## config.mk

```make
export PLATFORM = sky130hd
export DESIGN_NAME = pipe_addsub
export DESIGN_NICKNAME = d
export VERILOG_FILES = /design/src/rtl/pipe_addsub.sv
export SDC_FILE = /design/constraint.sdc
export NUM_CORES = 1
export LEC_CHECK = 0
export BUFFER_PORTS_ARGS = -buffer_cell sky130_fd_sc_hd__buf_2
export CORE_ASPECT_RATIO = 0.7
export CORE_UTILIZATION = 49
export DETAILED_ROUTE_END_ITERATION = 10
export GPL_TIMING_DRIVEN = 0
export PLACE_DENSITY = 0.76
export SYNTH_ARGS = -nofsm -noshare
export SYNTH_HDL_FRONTEND = slang
export SYNTH_SLANG_ARGS = --single-unit
```

## constraint.sdc

```tcl
create_clock -name clk_i -period 4 [get_ports clk_i]
set_clock_uncertainty 0.05 [all_clocks]
set_input_delay 0.6 -clock clk_i [delete_from_list [all_inputs] [get_ports clk_i]]
set_output_delay 0.6 -clock clk_i [all_outputs]
set_load 0.005 [all_outputs]
```

## src/rtl/pipe_addsub.sv

```systemverilog
// pipe_addsub: STAGES-slice pipelined add/subtract with valid/ready flow.
// Ports: clk_i/rst_i (sync, active-high); valid_i/ready_o, a_i, b_i,
// sub_i, c_i in; valid_o/ready_i, re_o, c_o, ovf_o, zero_o out.
// Optional feature macro ADDSUB_SAT_EN adds sat_i (signed saturation).
module pipe_addsub #(
  parameter int WIDTH  = 32,
  parameter int STAGES = 2
) (
  input  logic             clk_i,
  input  logic             rst_i,
  input  logic             valid_i,
  output logic             ready_o,
  input  logic [WIDTH-1:0] a_i,
  input  logic [WIDTH-1:0] b_i,
  input  logic             sub_i,
  input  logic             c_i,
`ifdef ADDSUB_SAT_EN
  input  logic             sat_i,
`endif
  output logic             valid_o,
  input  logic             ready_i,
  output logic [WIDTH-1:0] re_o,
  output logic             c_o,
  output logic             ovf_o,
  output logic             zero_o
);

  localparam int NS = (STAGES > 0) ? STAGES : 1;
  localparam int SW = WIDTH / NS;
  localparam int L  = NS - 1;

  generate
    if (WIDTH < 2 || STAGES < 1 || (WIDTH % NS) != 0) begin : g_bad_cfg
      $error("pipe_addsub: illegal WIDTH/STAGES combination");
    end
  endgenerate

  function automatic logic [SW:0] slice_add(
    input logic [SW-1:0] x,
    input logic [SW-1:0] y,
    input logic          ci
  );
    return {1'b0, x} + {1'b0, y} + {{SW{1'b0}}, ci};
  endfunction

  // Per-stage registers. Operand B is stored already conditioned
  // (inverted for subtract), so later stages are pure adders.
  logic [WIDTH-1:0] r_a [NS];
  logic [WIDTH-1:0] r_b [NS];
  logic [WIDTH-1:0] r_s [NS];
  logic             r_c [NS];
  logic             r_v [NS];

  logic [WIDTH-1:0] r_re;
  logic             r_co;
  logic             r_ovf;
  logic             r_zero;

  // Stage inputs and slice results.
  logic [WIDTH-1:0] w_a   [NS];
  logic [WIDTH-1:0] w_b   [NS];
  logic [WIDTH-1:0] w_s   [NS];
  logic [WIDTH-1:0] w_sn  [NS];
  logic             w_ci  [NS];
  logic             w_v   [NS];
  logic [SW:0]      w_sum [NS];

  logic [WIDTH-1:0] w_raw;
  logic [WIDTH-1:0] w_res;
  logic             w_ovf;
  logic             w_adv;

`ifdef ADDSUB_SAT_EN
  logic r_sat [NS];
  logic w_sat [NS];
  logic w_clamp;
`endif

  always_comb begin
    w_a[0]  = a_i;
    w_b[0]  = sub_i ? ~b_i : b_i;
    // Subtract uses the inverted borrow as carry-in.
    w_ci[0] = c_i ^ sub_i;
    w_s[0]  = '0;
    w_v[0]  = valid_i;
`ifdef ADDSUB_SAT_EN
    w_sat[0] = sat_i;
`endif
    for (int k = 1; k < NS; k++) begin
      w_a[k]  = r_a[k-1];
      w_b[k]  = r_b[k-1];
      w_ci[k] = r_c[k-1];
      w_s[k]  = r_s[k-1];
      w_v[k]  = r_v[k-1];
`ifdef ADDSUB_SAT_EN
      w_sat[k] = r_sat[k-1];
`endif
    end
    for (int k = 0; k < NS; k++) begin
      w_sum[k] = slice_add(w_a[k][k*SW +: SW],
                           w_b[k][k*SW +: SW],
                           w_ci[k]);
      w_sn[k]  = w_s[k];
      w_sn[k][k*SW +: SW] = w_sum[k][SW-1:0];
    end
  end

  assign w_raw = w_sn[L];

  // Same-sign operands giving an opposite-sign sum is exactly
  // carry-into-MSB xor carry-out-of-MSB.
  assign w_ovf = (w_a[L][WIDTH-1] == w_b[L][WIDTH-1]) &&
                 (w_raw[WIDTH-1] != w_a[L][WIDTH-1]);

`ifdef ADDSUB_SAT_EN
  // On overflow the true sign is the common operand sign.
  assign w_clamp = w_sat[L] && w_ovf;
  assign w_res   = !w_clamp         ? w_raw :
                   w_a[L][WIDTH-1]  ? {1'b1, {(WIDTH-1){1'b0}}} :
                                      {1'b0, {(WIDTH-1){1'b1}}};
`else
  assign w_res = w_raw;
`endif

  // Global stall: everything holds while the output is blocked.
  assign w_adv   = !(r_v[L] && !ready_i);
  assign ready_o = w_adv || rst_i;

  always_ff @(posedge clk_i) begin
    if (rst_i) begin
      for (int k = 0; k < NS; k++) begin
        r_v[k] <= 1'b0;
        r_a[k] <= '0;
        r_b[k] <= '0;
        r_s[k] <= '0;
        r_c[k] <= 1'b0;
`ifdef ADDSUB_SAT_EN
        r_sat[k] <= 1'b0;
`endif
      end
      r_re   <= '0;
      r_co   <= 1'b0;
      r_ovf  <= 1'b0;
      r_zero <= 1'b0;
    end else if (w_adv) begin
      for (int k = 0; k < NS; k++) begin
        r_v[k] <= w_v[k];
        if (w_v[k]) begin
          r_a[k] <= w_a[k];
          r_b[k] <= w_b[k];
          r_s[k] <= w_sn[k];
          r_c[k] <= w_sum[k][SW];
`ifdef ADDSUB_SAT_EN
          r_sat[k] <= w_sat[k];
`endif
        end
      end
      if (w_v[L]) begin
        r_re   <= w_res;
        r_co   <= w_sum[L][SW];
        r_ovf  <= w_ovf;
        r_zero <= (w_res == '0);
      end
    end
  end

  assign valid_o = r_v[L];
  assign re_o    = r_re;
  assign c_o     = r_co;
  assign ovf_o   = r_ovf;
  assign zero_o  = r_zero;

endmodule

```

* Word level (Yosys, flattened, before mapping) *
Memory sizes are Yosys's and may differ from the RTL's.
Cells that the tools add are included.

operators by class
  shifts and indexed selects = 0
  order comparisons = 0
  divide/modulo/power cells = 0
  add/subtract/negate cells = 4
  reductions and logical operators = 7
  equality and inequality tests = 2
  multiply operators = 0
  multiplexer cells = 24
  bitwise operators = 13

operators with widths
  kind                                       number
  32-bit 2-to-1 mux                          7
  16-bit by 16-bit adder with 17-bit output  2
  17-bit by 1-bit adder with 17-bit output   2
  32-bit logical NOT                         1
  32-bit NOT                                 1
  1-bit 2-to-1 mux                           17
  1-bit OR                                   10
  1-bit logical AND                          2
  1-bit logical NOT                          2
  2-bit AND reduction                        1
  1-bit == test                              1
  1-bit logical OR                           1
  1-bit != test                              1
  1-bit NOT                                  1
  1-bit XOR                                  1

storage, ports and cells
  RAM bits = 196
  latch bits = 0
  word-level logic and storage cells = 59
  output and inout port bits = 37
  bits of input ports = 70
  register bits after elaboration = 35
  memory bits (read-only) = 0
  memories = 5

memory list
  name  words  bits a word  rd ports  clocked after memory_dff  write ports  line  RTL
  r_a   2      32           1         0                         2            48    logic [WIDTH-1:0] r_a [NS];
  r_b   2      32           1         0                         2            49    logic [WIDTH-1:0] r_b [NS];
  r_s   2      32           1         0                         2            50    logic [WIDTH-1:0] r_s [NS];
  r_c   2      1            1         0                         2            51    logic r_c [NS];
  r_v   2      1            2         0                         2            52    logic r_v [NS];

* Longest topological paths before layout *
Gate-level depths: netlist (run 1).

  word-level depth = 6
  depth in mapped cells = 13
  depth with buffers taken out = 11

* Least setup slack after synthesis (run 1) *
No wires, ideal clock.

  kind = in2reg
  start = input port sub_i
  end = memory r_c[0] (data pin)
  data required time = 3681 ps
  buffers on the path = 2
  slack = -59 ps
  cell stages on the path = 13
  data arrival time = 3739 ps
  setup time = 269 ps
  cells stage by stage = clkbuf_1 > clkbuf_1 > xor2_1 > fa_1 > fa_1 > a21o_1 > a21o_1 > a32oi_1 > a21oi_1 > o41ai_1 > o21ai_1 > a211oi_1 > nor3_1

RTL lines
  element             line  RTL
  start: declaration  15    input logic sub_i,
  end: declaration    51

==> results of run 1 <==
## registers in the layout, summed over array words and instances, names as in the netlist
signal and cells:
r_a 16, ovf_o 1, r_c 1, r_s 16
r_b 16, zero_o 1, r_v 2, re_o 32
c_o 1
## cell families after synthesis
family / synth area share (%)
AND/OR/NAND/NOR: 18.6
AO/OA/AOI/OAI: 12.3
XOR/XNOR: 10.6
adder cells (fa/ha/maj): 9.54
flip-flops: 46.8
buffers and inverters: 2.12
## routing by layer
layer,GRT usage (%),up-vias,wire (microns)
met2,35.8,141,4960
met5,0,-,0
met3,4.96,14,739
li1,-,1938,-
met4,6.70,0,138
met1,32.1,1871,5190
## cells in the final DEF, fill, tap and decap left out, types with 7 or more instances in the layout
cell       synthesis  routed
xor2_1            29      29
dfxtp_1           35      35
nor3_1             7       7
clkbuf_16          0      10
ha_1              30      30
clkbuf_1          18      18
a21o_1             7       7
buf_2              0     105
nor2b_1           19      19
a21oi_1           52      52
nand2_1           65      65
nor2_1            50      50
edfxtp_1          51      51
xnor2_1           29      29
## timing repair
action | 4_1_cts | 5_1_grt
endpoints found under the setup margin | 1 | 4
gates resized for setup | 1 | 5
pin swaps | 0 | 0
## worst register-to-register path, delay by kind of cell (launching register included)
kind                     cells  cell delay, ns
AO/OA/AOI/OAI                5            1.22
adder cells (fa/ha/maj)      2            0.95
flip-flops                   1            0.40
AND/OR/NAND/NOR              2            0.34
XOR/XNOR                     1            0.23
## worst paths after layout
kind | cells past startpoint | to | from
max | 13 | r_c[0]$_SDFFCE_PN0P_ | sub_i
min | 2 | re_o[5]$_SDFFE_PP0P_ | re_o[5]$_SDFFE_PP0P_
max reg2reg | 10 | zero_o$_SDFFE_PP0P_ | r_c[0]$_SDFFCE_PN0P_
min reg2reg | 2 | re_o[5]$_SDFFE_PP0P_ | re_o[5]$_SDFFE_PP0P_
## final cells by class
class,instances,area [sq um]
fillers,806,3470
multi-input cells,369,2450
flip-flops and latches,86,2230
repair buffers,106,546
clock buffers,13,272
well taps,124,155
plain buffers,21,83.8
inverters,6,22.5
clock inverters,3,18.8
## report_power, final
part / internal (W) / total (W) / leakage, nW / switching, W
Sequential: 0.00104 / 0.00108 / 0.843 / 0.0000435
Clock: 0.000475 / 0.000794 / 0.145 / 0.000320
Combinational: 0.000258 / 0.000613 / 1.51 / 0.000355
Total: 0.00177 / 0.00249 / 2.50 / 0.000718
## per-stage QoR
step,utilization (%),cell area [sq um],power (W),instances
6_report,62.5,5780,0.00249,728
5_1_grt,62.5,5780,0.00261,728
4_1_cts,62.4,5770,0.00249,728
3_5_place_dp,59.2,5480,0.00170,712
3_3_place_gp,59.0,5460,0.00168,711
2_1_floorplan,-,4770,0.00150,482
==> flow_summary.yaml, run 1 <==
place:
  routabilityCongestion: 0.835
  detailedPlace.worstSlack_ns: -0.345
  hpwlAfterDp_microns: 8580
  numPortBuffers: 105
critical_path:
  path_class: "input pin to flip-flop"
  worstPathBufferInverterCount: 2
  slowest_stage: "fa_1"
  critPathMaxStageDelay_ns: 0.44
  worstPathRequired_ns: 4.02
  worstPathArrival_ns: 3.76
  reg2reg_slack_ns: 0.73
  cp-end-kind: "flip-flop"
  path_delay_family: "compound AO/OA/AOI/OAI gates"
  startpoint_type: "input pin"
  crit_chain: "clkbuf_1 -> buf_4 -> xor2_1 -> fa_1 -> fa_1 -> a21o_1 -> a21o_1 -> a32oi_1 -> a21oi_1 -> o41ai_2 -> o21ai_1 -> a211oi_1 -> nor3_1"
  crit_fanout: 10
drt:
  vias_per_cell: 5.45
  drt_iter0_markers: 268
  drc: 0
  vias: 3964
  wl_per_cell_microns: 15.1
  antenna_left: 0
  dr.pass1.iters: 5
  drt-total-wl_microns: 11000
sta:
  tightest_slew_ns: 0.693
  fin_ws_ns: 0.260
  timing.setup.tns_ns: 0
  whs_ns: 0.405
  rsz0062_at_grt: "false"
  hold_viol_final: 0
  fin_crit_sh_pct: 93.5
  finalCriticalPeriod_ns: 3.74
  slew_violations: 0
  max_freq_mhz: 267
  slew_headroom_pct: 53.8
  finalSetupViolCount: 0
finish:
  drive_above_1_share_pct: 21.9
  nets: 703
  antennaDiodeCount: 0
  area_delta_synth_final_pct: 21.1
synthesis:
  yosysTopAreaCell: "edfxtp_1"
  netlist_area_sq_mm: 0.00477
  ys_seq_area_share_pct: 46.8
  yosysWarnings: 0
  synthArstFlopShare_pct: 0
  ys_top_cells_by_area: "edfxtp_1, dfxtp_1, ha_1, a21oi_1, xnor2_1"
  postSynthAreaPerCell_sq_um: 9.90
  synth_top_area_share_pct: 32.1
  synth_cells: 482
  yosysUniqueCellTypes: 50
  yosysMostFrequentCell: "nand2_1"
  synth_common_cells: "nand2_1, a21oi_1, edfxtp_1"
  ys.flop_type: "edfxtp_1"
  synth_edf_count: 51
  ys_ff_latch: 86
  synth_nets: 586
status:
  outcome: "finished clean"
clocking:
  hold_buffers: 0
  clockBufferDepth: 2
  cts_tree: "yes"
  cts_sinks: 86
  cts.root.buffer_cell: "clkbuf_16"
  clkTransAtPathRegs_ns: 0.06
  cts_buffers: 9
  h-tree-depth: 3
  clk_latency_ns: 0.33
  cts_setup_buffers: 0
die:
  std_cell_rows: 29
  initial_core_util_pct: 51.6
  die_y_microns: 84.6
  dieArea_sq_mm: 0.0101
  io_pins: 107
  core_area_sq_mm: 0.00925
  chipWidth_microns: 120
global_routing:
  grt_pass1_vias: 3795
  grt_max_degree: 41
  grt_overflow: 0
  grt_pass1_wl_microns: 18200
  grtUsageTotal_pct: 22.9
  grt_antenna_before_repair: 0
power:
  power_leakage_nw: 2.50
  powerDensity_mw_per_mm2: 431
  peakVddDrop_mv: 0.234
flow_run:
  drv_cap: 0
min_path:
  min_path_type: "flip-flop to flip-flop"
Power figures use the tool's default switching activity.
==> inputs of run 2 (changes only) <==
--- a/config.mk
+++ b/config.mk
@@ -5,12 +5,13 @@
 export SDC_FILE = /design/constraint.sdc
 export NUM_CORES = 1
 export LEC_CHECK = 0
+export ABC_AREA = 1
 export BUFFER_PORTS_ARGS = -buffer_cell sky130_fd_sc_hd__buf_2
 export CORE_ASPECT_RATIO = 0.7
-export CORE_UTILIZATION = 49
+export CORE_UTILIZATION = 50
 export DETAILED_ROUTE_END_ITERATION = 10
 export GPL_TIMING_DRIVEN = 0
-export PLACE_DENSITY = 0.76
+export PLACE_DENSITY = 0.77
 export SYNTH_ARGS = -nofsm -noshare
 export SYNTH_HDL_FRONTEND = slang
 export SYNTH_SLANG_ARGS = --single-unit
==> run 2 against run 1 <==
Effect of this change:
- synthesized cell count increased by 35%
- cell area grew 8.7%
- final cell count rose by 24%
- first-iteration DRC count rose by 11%
- count of clock-buffer cells in the layout decreased by 4
- worst setup slack improved by 0.63 ns
- combinational power is 8.5% higher
- critical path depth did not move
- sequential power about the same
==> flow_summary.yaml, run 2 <==
status:
  outcome: "finished clean"
critical_path:
  reg2reg_slack_ns: 1.43
  slowest_stage: "fa_1"
  startpoint: "sub_i"
  worst_r2r_endpoint: "zero_o$_SDFFE_PP0P_"
  cpMostUsedCell: "nand3_1"
  critical_path.reg2reg.startpoint: "r_c[0]$_SDFFCE_PN0P_"
  crit_end: "r_c[0]$_SDFFCE_PN0P_"
  startpoint_type: "input pin"
  worstPathBufferInverterCount: 2
  critPathMaxStageDelay_ns: 0.45
  path_delay_family: "adder cells"
  cp.depth: 13
  reg2reg_depth: 11
  worstPathArrival_ns: 3.14
  crit_chain: "clkbuf_1 -> buf_2 -> xor2_1 -> fa_1 -> fa_1 -> nand3_1 -> nand3_1 -> nand3_1 -> o211ai_2 -> nand2_1 -> nand2_1 -> nand3_1 -> a21oi_1"
  worstPathRequired_ns: 4.03
  cp-end-kind: "flip-flop"
  path_class: "input pin to flip-flop"
  crit_fanout: 10
synthesis:
  yosysTopAreaCell: "edfxtp_1"
  postSynthAreaPerCell_sq_um: 8.06
  yosysWarnings: 0
  netlist_area_sq_mm: 0.00526
  synth_edf_count: 51
  ys_seq_area_share_pct: 42.5
  synth_cells: 652
  ys_top_cells_by_area: "edfxtp_1, dfxtp_1, nand2_1, nor2_1, ha_1"
  ys.flop_type: "edfxtp_1"
  synth_nets: 756
  ys_ff_latch: 86
  yosysMostFrequentCell: "nand2_1"
  yosysUniqueCellTypes: 39
  synth_common_cells: "nand2_1, nor2_1, inv_1"
  synth_top_area_share_pct: 29.1
  synthArstFlopShare_pct: 0
drt:
  dr.pass1.iters: 7
  antenna_left: 0
  drt_iter0_markers: 298
  vias: 4688
  wl_per_cell_microns: 14.0
  vias_per_cell: 5.20
  drc: 0
  drt-total-wl_microns: 12600
clocking:
  clockBufferDepth: 2
  cts_sinks: 86
  cts.root.buffer_cell: "clkbuf_16"
  cts_setup_buffers: 0
  post_cts_resized: 0
  cts_buffers: 9
  cts_tree: "yes"
  clk_latency_ns: 0.35
  h-tree-depth: 3
  hold_buffers: 0
  clkTransAtPathRegs_ns: 0.06
global_routing:
  grt_max_degree: 28
  grt_pass1_wl_microns: 20100
  grtUsageTotal_pct: 23.8
  grt_pass1_vias: 4188
  grt_overflow: 0
  grt_antenna_before_repair: 0
sta:
  fin_crit_sh_pct: 77.7
  timing.setup.tns_ns: 0
  fin_ws_ns: 0.891
  finalCriticalPeriod_ns: 3.11
  tightest_slew_ns: 0.608
  whs_ns: 0.448
  rsz0062_at_grt: "false"
  hold_viol_final: 0
  max_freq_mhz: 322
  finalSetupViolCount: 0
  slew_violations: 0
  slew_headroom_pct: 59.3
place:
  hpwlAfterDp_microns: 9930
  dp_cells: 885
  numPortBuffers: 104
  detailedPlace.worstSlack_ns: 0.576
  routabilityCongestion: 0.865
finish:
  final_common_cell: "nand2_1"
  antennaDiodeCount: 0
  final_cell_mix: "nand2_1, buf_2, nor2_1"
  largest_register_ffs: 32
  fin_util_pct: 63.1
  drive_above_1_share_pct: 21.1
  area_delta_synth_final_pct: 19.5
  nets: 872
  stdcell_count: 901
die:
  io_pins: 107
  chipWidth_microns: 125
  initial_core_util_pct: 52.8
  std_cell_rows: 30
  core_area_sq_mm: 0.00995
  dieArea_sq_mm: 0.0109
  die_y_microns: 87.8
flow_run:
  drv_cap: 0
power:
  peakVddDrop_mv: 0.238
  power_leakage_nw: 3.26
  powerDensity_mw_per_mm2: 422
min_path:
  min_path_type: "flip-flop to flip-flop"
  holdPathStages: 2
## run 2: cell types whose count changed in the layout (fill, tap and decap cells not counted), moves of 19 or more
cell     delta
o21ai_0    +29
nor2_1     +56
nand2_1    +52
a21oi_1    -19
nand3_1    +21
inv_1      +81
nor2b_1    -19
## run 2: worst min-delay path by stage
stage                                   from                     to  slack, ns
floorplan                 ovf_o$_SDFFE_PP0P_     ovf_o$_SDFFE_PP0P_       0.41
global placement       re_o[30]$_SDFFE_PP0P_  re_o[30]$_SDFFE_PP0P_       0.43
detailed placement  r_s[0][13]$_SDFFCE_PN0P_  re_o[13]$_SDFFE_PP0P_       0.43
CTS                       ovf_o$_SDFFE_PP0P_     ovf_o$_SDFFE_PP0P_       0.44
global route              ovf_o$_SDFFE_PP0P_     ovf_o$_SDFFE_PP0P_       0.46
finish                    ovf_o$_SDFFE_PP0P_     ovf_o$_SDFFE_PP0P_       0.45
## run 2: metal layers
layer  vias up  track usage (%)  share of wire, %
li1       2343                -                 -
met1      2141             34.0                49
met2       190             35.1                41
met3        14             5.31               7.7
met4         0             9.42               1.4
met5         -                0                 0
## run 2: report_power, final
part | internal (W) | total, W | switching, W
sequential | 0.00104 | 0.00109 | 0.0000486
clock | 0.000549 | 0.000897 | 0.000348
combinational | 0.000253 | 0.000665 | 0.000412
## run 2: cells by family (layout without fill, tap and decap cells)
| kind of cell | Yosys count | in the layout | synth area share, % |
|---|---|---|---|
| fa+ha+maj | 34 | 34 | 8.67 |
| simple gates | 285 | 285 | 23.2 |
| xor+xnor | 36 | 36 | 6.00 |
| compound gates | 100 | 100 | 11.5 |
| buf+inv | 111 | 232 | 8.17 |
| flops | 86 | 86 | 42.5 |
## run 2: through the flow
step	power [W]	cell area, sq um
after global placement	0.00174	5940
final	0.00265	6280
after floorplan	0.00155	5260
after detailed placement	0.00176	5960
after CTS	0.00265	6280
after global routing	0.00279	6280
## run 2: worst register-to-register path: cells and delay by family (launching register included)
kind | cells | cell delay [ns]
adder cells (fa/ha/maj) | 2 | 0.93
AND/OR/NAND/NOR | 7 | 0.65
flip-flops | 1 | 0.40
XOR/XNOR | 1 | 0.38
AO/OA/AOI/OAI | 1 | 0.10
## run 2: cell type report
type | instances | area (sq um)
buffer | 19 | 83.8
clock buffer | 9 | 225
clock inverter | 7 | 97.6
fill | 875 | 3670
inverter | 92 | 345
multi-input combinational | 455 | 2600
sequential | 86 | 2230
tap | 128 | 160
timing repair buffer | 105 | 541
==> inputs of run 3 (changes only) <==
==> config.mk (replaced) <==
export PLATFORM = sky130hd
export DESIGN_NAME = pipe_addsub
export DESIGN_NICKNAME = d
export VERILOG_FILES = /design/src/rtl/pipe_addsub.sv
export SDC_FILE = /design/constraint.sdc
export NUM_CORES = 1
export LEC_CHECK = 0
export ABC_AREA = 0
export BUFFER_PORTS_ARGS = -buffer_cell sky130_fd_sc_hd__buf_2
export CORE_ASPECT_RATIO = 0.7
export CORE_UTILIZATION = 49
export DETAILED_ROUTE_END_ITERATION = 10
export GPL_TIMING_DRIVEN = 0
export PLACE_DENSITY = 0.76
export SYNTH_ARGS = -nofsm -noshare
export SYNTH_HDL_FRONTEND = slang
export SYNTH_SLANG_ARGS = --single-unit
==> constraint.sdc (replaced) <==
create_clock -name clk_i -period 2.6 [get_ports clk_i]
set_clock_uncertainty 0.05 [all_clocks]
set_input_delay 0.39 -clock clk_i [delete_from_list [all_inputs] [get_ports clk_i]]
set_output_delay 0.39 -clock clk_i [all_outputs]
set_load 0.005 [all_outputs]
==> run 3 against run 2 <==
Effect of this change:
- the run now ends with negative setup slack left
- sequential power is 53% higher
- final cell count down 17%
- via count down 15%
- worst setup slack worse by 1.3 ns
- critical path type unchanged
- critical endpoint unchanged
- largest cell class unchanged
- highest routed layer unchanged
==> flow_summary.yaml, run 3 (same netlist as run 1, synthesis figures left out) <==
status:
  outcome: "finished, violations left"
  violations: "negative setup slack"
drt:
  drc: 0
  drt-total-wl_microns: 11900
  antenna_left: 0
  vias_per_cell: 5.33
  drt_iter0_markers: 288
  vias: 3988
  wl_per_cell_microns: 15.9
  dr.pass1.iters: 5
clocking:
  clockBufferDepth: 2
  clkTransAtPathRegs_ns: 0.06
  h-tree-depth: 3
  cts_sinks: 86
  clk_latency_ns: 0.34
  cts.root.buffer_cell: "clkbuf_16"
  cts_buffers: 9
  cts_tree: "yes"
sta:
  slew_headroom_pct: 52.7
  finalSetupViolCount: 12
  fin_crit_sh_pct: 115
  finalCriticalPeriod_ns: 2.98
  whs_ns: 0.289
  max_freq_mhz: 336
  tightest_slew_ns: 0.709
  rsz0062_at_grt: "true"
  hold_viol_final: 0
  fin_ws_ns: -0.379
  slew_violations: 0
finish:
  stdcell_count: 748
  drive_above_1_share_pct: 31.3
  final_common_cell: "buf_2"
  nets: 723
  largest_register_ffs: 32
  fin_util_pct: 67.9
  antennaDiodeCount: 0
  area_delta_synth_final_pct: 31.7
  final_cell_mix: "buf_2, nand2_1, edfxtp_1"
  fillerInstances: 701
die:
  std_cell_rows: 29
  io_pins: 107
  initial_core_util_pct: 51.6
  chipWidth_microns: 120
  dieArea_sq_mm: 0.0101
  core_area_sq_mm: 0.00925
  die_y_microns: 84.6
critical_path:
  slowest_stage: "fa_2"
  path_class: "input pin to flip-flop"
  crit_fanout: 4
  path_delay_family: "compound AO/OA/AOI/OAI gates"
  worstPathRequired_ns: 2.62
  critPathMaxStageDelay_ns: 0.36
  worstPathArrival_ns: 3.00
  cp-end-kind: "flip-flop"
  crit_chain: "clkbuf_16 -> clkbuf_16 -> xor2_1 -> fa_2 -> fa_2 -> a21o_1 -> a21o_1 -> a32oi_2 -> a21oi_2 -> o41ai_4 -> o21ai_2 -> a211oi_2 -> nor3_1"
  worstPathBufferInverterCount: 2
  startpoint_type: "input pin"
global_routing:
  grt_max_degree: 42
  grtUsageTotal_pct: 23.5
  grt_pass1_vias: 3856
  grt_pass1_wl_microns: 18400
  grt_overflow: 0
  grt_antenna_before_repair: 0
power:
  powerDensity_mw_per_mm2: 665
  peakVddDrop_mv: 0.437
  fin_total_pwr_w: 0.00418
  power_leakage_nw: 2.68
place:
  detailedPlace.worstSlack_ns: -0.983
  hpwlAfterDp_microns: 8590
  numPortBuffers: 105
  routabilityCongestion: 0.873
  dp_cells: 712
min_path:
  min_path_type: "input pin to flip-flop"
flow_run:
  drv_cap: 0
-- run 3: cell types whose count changed in the layout (fill, tap and decap cells not counted), sizes merged, moves of 19 or more --
cell,before,now
nor2,110,50
nand3,30,5
inv,93,6
nand2,128,65
nor2b,0,19
o21ai,33,6
-- run 3: final timing paths --
check                                start                       end  depth (start not counted)  slack, ns
setup reg to reg  r_a[0][16]$_SDFFCE_PN0P_       zero_o$_SDFFE_PP0P_                         10      -0.33
setup / recovery                     sub_i      r_c[0]$_SDFFCE_PN0P_                         13      -0.38
hold reg to reg      re_o[22]$_SDFFE_PP0P_     re_o[22]$_SDFFE_PP0P_                          2       0.41
hold / removal                     a_i[21]  r_a[0][21]$_SDFFCE_PN0P_                          2       0.29
-- run 3: through the flow --
step | instance area, sq um | setup TNS [ns]
finish | 6280 | -2.01
global route | 6280 | -3.37
CTS | 6150 | -2.34
detailed placement | 5570 | -7.23
global placement | 5540 | -27.17
floorplan | 4860 | -3.04
-- run 3: layer usage --
| metal | vias to the layer above | share of wire (%) | global-route usage (%) |
|---|---|---|---|
| met3 | 18 | 5.7 | 5.03 |
| met5 | - | 0 | 0 |
| met1 | 1879 | 48 | 33.0 |
| met2 | 133 | 45 | 36.3 |
| met4 | 0 | 1.7 | 7.61 |
| li1 | 1958 | - | - |
-- run 3: what timing repair did --
item	4_1_cts	5_1_grt
pin swaps	32	29
setup endpoints to repair	14	34
buffers inserted	17	8
gates resized for setup	22	20
hold buffers	0	0
-- run 3: final cells by class --
type	count	area [sq um]	share of cell area [%]
inverters	6	22.5	0.358
clock buffers	11	243	3.86
flip-flops and latches	86	2230	35.5
multi-input cells	369	2720	43.3
clock inverters	5	82.6	1.31
plain buffers	19	115	1.83
well taps	124	155	2.47
repair buffers	128	714	11.4
-- run 3: report_power, final --
group | internal [W] | leakage [nW] | switching (W)
Combinational | 0.000511 | 1.68 | 0.000621
Sequential | 0.00160 | 0.843 | 0.0000720
Clock | 0.000869 | 0.160 | 0.000508
Total | 0.00298 | 2.68 | 0.00120
-- run 3: worst reg2reg max path, cell delays in order (launching register included) --
cell      delay (ns)
edfxtp_1        0.40
fa_2            0.43
fa_2            0.39
a211oi_2        0.23
o21ai_1         0.11
a31o_4          0.27
a311oi_2        0.26
xor2_1          0.22
and4b_1         0.22
nand4b_1        0.10
o31ai_2         0.17
